File: src/rtl/i2s_top_tx.sv
// i2s_top_tx: I2S (Philips) master transmitter; generates sclk_o/wsel_o and sends words MSB-first on sdat_o.
// Latency: a held word goes out from the fall tick that opens its channel's slot (MSB seen on the next sclk rise).
// Backpressure: one-word holding register; ready_o is low while it is occupied and valid_i is ignored then.
//
// Ports:
//   clk_i, rst_ni          system clock, asynchronous active-low reset
//   data_i/valid_i/ready_o producer handshake; lr_chnl_o tags the channel of the next accepted word
//   underrun_o             one-clk pulse when a slot opens without a word for its channel
//   sclk_o/wsel_o/sdat_o   I2S bus; sdat_o changes on the sclk_o falling edge
// Build option: define I2S_TX_UNDERRUN_REPEAT_EN to resend the channel's previous word on underrun
// (otherwise an underrun slot carries zeros).

module i2s_top_tx #(
    parameter int WORD_WIDTH = 16,
    parameter int CLK_DIV    = 1
) (
    input  logic                  clk_i,
    input  logic                  rst_ni,
    input  logic [WORD_WIDTH-1:0] data_i,
    input  logic                  valid_i,
    output logic                  ready_o,
    output logic                  lr_chnl_o,
    output logic                  underrun_o,
    output logic                  sclk_o,
    output logic                  wsel_o,
    output logic                  sdat_o
);

    localparam int DIV_W = (CLK_DIV > 1) ? $clog2(CLK_DIV) : 1;
    localparam int CNT_W = $clog2(WORD_WIDTH);
    localparam logic [DIV_W-1:0] DIV_LAST = DIV_W'(CLK_DIV - 1);
    localparam logic [CNT_W-1:0] BIT_LAST = CNT_W'(WORD_WIDTH - 1);

    logic [DIV_W-1:0]      div_cnt;
    logic [CNT_W-1:0]      bit_cnt;
    logic [WORD_WIDTH-1:0] shift_q;
    logic [WORD_WIDTH-1:0] hold_dat;
    logic [WORD_WIDTH-1:0] fill_word;
    logic [WORD_WIDTH-1:0] slot_word;
    logic                  hold_vld;
    logic                  hold_tag;
    logic                  div_wrap;
    logic                  fall_tick;
    logic                  slot_start;
    logic                  accept;
    logic                  load_ok;

    assign div_wrap   = (div_cnt == DIV_LAST);
    assign fall_tick  = div_wrap && sclk_o;
    assign slot_start = fall_tick && (bit_cnt == '0);
    assign ready_o    = ~hold_vld;
    assign accept     = valid_i && ready_o;
    // Only a word tagged for the slot's own channel may be loaded; anything
    // else waits in the holding register for the matching slot.
    assign load_ok    = slot_start && hold_vld && (hold_tag == wsel_o);
    assign slot_word  = load_ok ? hold_dat : fill_word;

    // Bit clock generation
    always_ff @(posedge clk_i or negedge rst_ni) begin
        if (!rst_ni) begin
            div_cnt <= '0;
            sclk_o  <= 1'b0;
        end else if (div_wrap) begin
            div_cnt <= '0;
            sclk_o  <= ~sclk_o;
        end else begin
            div_cnt <= div_cnt + DIV_W'(1);
        end
    end

    // Holding register; accept and load can never coincide because accept
    // requires the register to be empty.
    always_ff @(posedge clk_i or negedge rst_ni) begin
        if (!rst_ni) begin
            hold_vld  <= 1'b0;
            hold_tag  <= 1'b0;
            hold_dat  <= '0;
            lr_chnl_o <= 1'b0;
        end else if (load_ok) begin
            hold_vld <= 1'b0;
        end else if (accept) begin
            hold_vld  <= 1'b1;
            hold_dat  <= data_i;
            hold_tag  <= lr_chnl_o;
            lr_chnl_o <= ~lr_chnl_o;
        end
    end

`ifdef I2S_TX_UNDERRUN_REPEAT_EN
    logic [WORD_WIDTH-1:0] last_l;
    logic [WORD_WIDTH-1:0] last_r;

    always_ff @(posedge clk_i or negedge rst_ni) begin
        if (!rst_ni) begin
            last_l <= '0;
            last_r <= '0;
        end else if (load_ok) begin
            if (hold_tag) begin
                last_r <= hold_dat;
            end else begin
                last_l <= hold_dat;
            end
        end
    end

    assign fill_word = wsel_o ? last_r : last_l;
`else
    assign fill_word = '0;
`endif

    // Serialiser: bit_cnt 0 opens a slot (MSB), 1..WORD_WIDTH-2 shift out the
    // middle bits, WORD_WIDTH-1 sends the LSB while wsel_o already flips to the
    // next channel (one-bit WS delay).
    always_ff @(posedge clk_i or negedge rst_ni) begin
        if (!rst_ni) begin
            bit_cnt    <= BIT_LAST;
            shift_q    <= '0;
            sdat_o     <= 1'b0;
            wsel_o     <= 1'b1;
            underrun_o <= 1'b0;
        end else begin
            underrun_o <= 1'b0;
            if (fall_tick) begin
                if (bit_cnt == BIT_LAST) begin
                    // After WORD_WIDTH-2 shifts the word's LSB sits just below the top bit.
                    sdat_o  <= shift_q[WORD_WIDTH-2];
                    wsel_o  <= ~wsel_o;
                    bit_cnt <= '0;
                end else if (bit_cnt == '0) begin
                    shift_q    <= slot_word;
                    sdat_o     <= slot_word[WORD_WIDTH-1];
                    underrun_o <= ~load_ok;
                    bit_cnt    <= CNT_W'(1);
                end else begin
                    sdat_o  <= shift_q[WORD_WIDTH-2];
                    shift_q <= shift_q << 1;
                    bit_cnt <= bit_cnt + CNT_W'(1);
                end
            end
        end
    end

endmodule

File: config.mk
export PLATFORM = sky130hd
export DESIGN_NAME = i2s_top_tx
export DESIGN_NICKNAME = d
export VERILOG_FILES = /design/src/rtl/i2s_top_tx.sv
export SDC_FILE = /design/constraint.sdc
export NUM_CORES = 1
export LEC_CHECK = 0
export ABC_AREA = 1
export CAP_MARGIN = 30
export CORE_UTILIZATION = 54
export DETAILED_ROUTE_END_ITERATION = 10
export GPL_TIMING_DRIVEN = 0
export PLACE_DENSITY = 0.78
export SYNTH_ARGS = -nofsm -noshare
export SYNTH_HDL_FRONTEND = slang
export SYNTH_SLANG_ARGS = --single-unit
File: constraint.sdc
create_clock -name clk_i -period 1.6 [get_ports clk_i]
set_input_delay 0.16 -clock clk_i [delete_from_list [all_inputs] [get_ports clk_i]]
set_output_delay 0.16 -clock clk_i [all_outputs]
set_load 0.05 [all_outputs]
==> metrics.md <==
| Metric | Value |
|---|---|
| Crit path launch type | `flip-flop` |
| DR DRC count | `0` |
| Synthesized instance count | `204` |
| Die area | `3747 µm²` |
| Post-route ant nets | `0` |
| Fmax | `641.9 MHz` |
| Final wirelength | `3121 µm` |
| PD cells | `931.1 nW/µm²` |
| Post-Synth Simple-Gate Area | `33.31%` |
| Largest fanout on the critical path | `8` |
| Post-route cell area | `2287 µm²` |
| Root Driver | `clkbuf_4` |
| Syn Area/Cell | `9.280 µm²` |
| Inst Count DP | `275` |
| Max Clock Skew | `0.004770 ns` |
| CTS Buffer Depth | `2` |
| Final core occ | `68.54%` |
| Critical Path End Type | `flip-flop` |
| Post-DP HPWL | `2234 µm` |
| HP Class | `in2async` |
| Chip Height | `61.21 µm` |
| Synth Area in Compound Gates | `2.512%` |
| Clock Latency Late Sink | `0.34 ns` |
| Drt first pass iters | `4` |
| CTS H-tree depth | `2` |
| Clock-pin slew on the worst setup and hold paths | `0.11 ns` |
| Final nets | `260` |
| First-pass GRT wire length | `5444 µm` |
| # IOs | `25` |
| Leakage | `1.190 nW` |
| Antenna cells | `0` |
| Rows | `21` |
| Port Buf Inserts | `24` |
| Most frequent cells in the layout | `nand2_1, dfrtp_1, nand3_1` |
| Die X | `61.21 µm` |
| CTS tree | `yes` |
| Main combinational cell family by area after synthesis | `simple AND/OR/NAND/NOR gates` |
| Total chip power | `2.130 mW` |
| Number of setup violations in the final report | `0` |
| Area post-placement | `2206 µm²` |
| Net Count, Synth | `225` |
| MaxCap Viol Count | `0` |
| Post-synthesis sequential area ratio | `55.85%` |
| Layout cell share with drive strength beyond 1 | `20.83%` |
| Final Hold Fails | `0` |
| Register bit count reported by yosys | `42` |
| Yosys cell types | `24` |
| Period utilization | `97.37%` |
| Via count | `1369` |
| Final global-route overflow total | `0` |
| Ys Warns | `0` |
| Clk sinks | `42` |
| Status | `finished, final reports clean` |
| Via density | `4.787` |
| CTS Buf Count | `5` |
| GRT Util Overall | `20.44%` |
| Initial antenna violation count | `0` |
| Area delta synth->final | `20.82%` |
| Least-Margin Pin Slew | `0.4850 ns` |
| Largest net degree at the start of global routing | `42` |
| Worst path required time | `1.83 ns` |
| Mapped cell area | `1893 µm²` |
| Post-synthesis mux area share | `0%` |
| Worst path arrival time | `1.79 ns` |
| Critical path class | `reg2reg` |
| Fin. max-slew vios | `0` |
| Peak VDD IR | `680.2 µV` |
| Post-Synth Adder-Cell Area | `1.322%` |
| GP Congestion | `0.7633` |
| Core footprint | `3337 µm²` |
| Most common cell after layout, fill and taps aside | `nand2_1` |
| Tmin final | `1.558 ns` |
| Xor/xnor cell area share of the yosys netlist | `1.851%` |
| Vias in the first global route | `1262` |
| Rel. slew slack | `67.80%` |
| WL/cell | `10.91 µm` |
| Initial drt markers | `37` |
| Setup TNS | `0 ns` |
| Final instance count without filler cells | `286` |
| Initial Util | `56.73%` |
## worst paths after layout
check / from / endpoint / slack, ns / depth (start not counted)
min in group clk_i: data_i[6] / hold_dat[6]$_DFFE_PN0P_ / 0.34 / 3
min: rst_ni / shift_q[11]$_DFFE_PN0P_ / 0.13 / 2
max reg2reg: bit_cnt[0]$_DFFE_PN1P_ / shift_q[13]$_DFFE_PN0P_ / 0.04 / 7
min reg2reg: hold_dat[11]$_DFFE_PN0P_ / hold_dat[11]$_DFFE_PN0P_ / 0.48 / 2
max in group asynchronous: rst_ni / wsel_o$_DFFE_PN1P_ / 1.02 / 3
max: bit_cnt[0]$_DFFE_PN1P_ / shift_q[13]$_DFFE_PN0P_ / 0.04 / 7
## registers in the layout, summed over array words and instances (netlist names)
signal and count:
shift_q 15, bit_cnt 4, lr_chnl_o 1, sdat_o 1
hold_vld 1, sclk_o 1, hold_tag 1, wsel_o 1
underrun_o 1, hold_dat 16
## stage by stage
stage / hold WS (ns) / setup WS, ns
after floorplan: -0.1356 / 0.1598
after global placement: 0.4547 / -0.6762
after detailed placement: -0.04064 / 0.04841
after CTS: 0.1201 / 0.01226
after global routing: 0.1241 / -0.009670
final: 0.1325 / 0.04209
## final cells by class
type | count | area, µm²
Tap cell | 46 | 57.56
Inverter | 12 | 45.04
Fill cell | 271 | 1050
Sequential cell | 42 | 1057
Multi-Input combinational cell | 143 | 740.7
Buffer | 7 | 55.05
Timing Repair Buffer | 28 | 282.8
Clock buffer | 8 | 48.80
## cells by family after synthesis
| kind of cell | Yosys count |
|---|---|
| AND/OR/NAND/NOR | 128 |
| flip-flops | 42 |
| buffers and inverters | 19 |
| AO/OA/AOI/OAI | 9 |
| XOR/XNOR | 4 |
| adder cells (fa/ha/maj) | 2 |
## critical path: stages (launching register included)
cell	delay (ns)
dfstp_2	0.57
ha_1	0.18
nand3_1	0.14
nand2_2	0.19
nor2_4	0.09
clkbuf_16	0.16
nand2_2	0.06
nand3_2	0.06
## where the power goes
group | total [mW] | internal [mW] | switching (mW)
combinational | 0.349 | 0.147 | 0.202
clock | 0.478 | 0.175 | 0.302
sequential | 1.30 | 1.21 | 0.0922
## synth_stat cells
| cell | number | area share [%] |
|---|---|---|
| xnor2_1 | 1 | 0.46 |
| ha_1 | 2 | 1.3 |
| clkbuf_1 | 1 | 0.20 |
| nor2_1 | 6 | 1.2 |
| nand2_4 | 1 | 0.59 |
| buf_8 | 1 | 0.79 |
| nor2_2 | 1 | 0.33 |
| nand2_2 | 11 | 3.6 |
| nand3_1 | 21 | 5.6 |
| buf_2 | 3 | 0.79 |
| inv_2 | 2 | 0.40 |
| a21oi_1 | 2 | 0.53 |
| buf_6 | 1 | 0.59 |
| nand2_1 | 76 | 15 |
| xor2_1 | 3 | 1.4 |
| dfstp_2 | 5 | 6.9 |
| inv_1 | 10 | 2.0 |
| buf_4 | 1 | 0.40 |
| o21ai_0 | 6 | 1.6 |
| nor2_4 | 1 | 0.59 |
| nor2_8 | 1 | 1.1 |
| dfrtp_1 | 37 | 49 |
| nand3_2 | 10 | 5.3 |
| o21a_1 | 1 | 0.40 |
## metal layers
metal	GRT usage (%)	part of all wire, %	vias up	routed length (µm)
li1	-	-	710	-
met1	27.44	48	623	1504
met2	30.43	46	31	1428
met3	6.303	4.0	5	124
met4	9.740	2.0	0	63
met5	0	0	-	0
## timing repair
action / in CTS / in global routing
hold endpoints to repair: 37 / 0
hold buffers: 1 / 0
setup endpoints to repair: 6 / 12
gates cloned: 0 / 1
gates resized for setup: 7 / 5
pin swaps: 0 / 2
setup buffers: 0 / 1
Note: power is estimated with default switching activity, not from simulation.
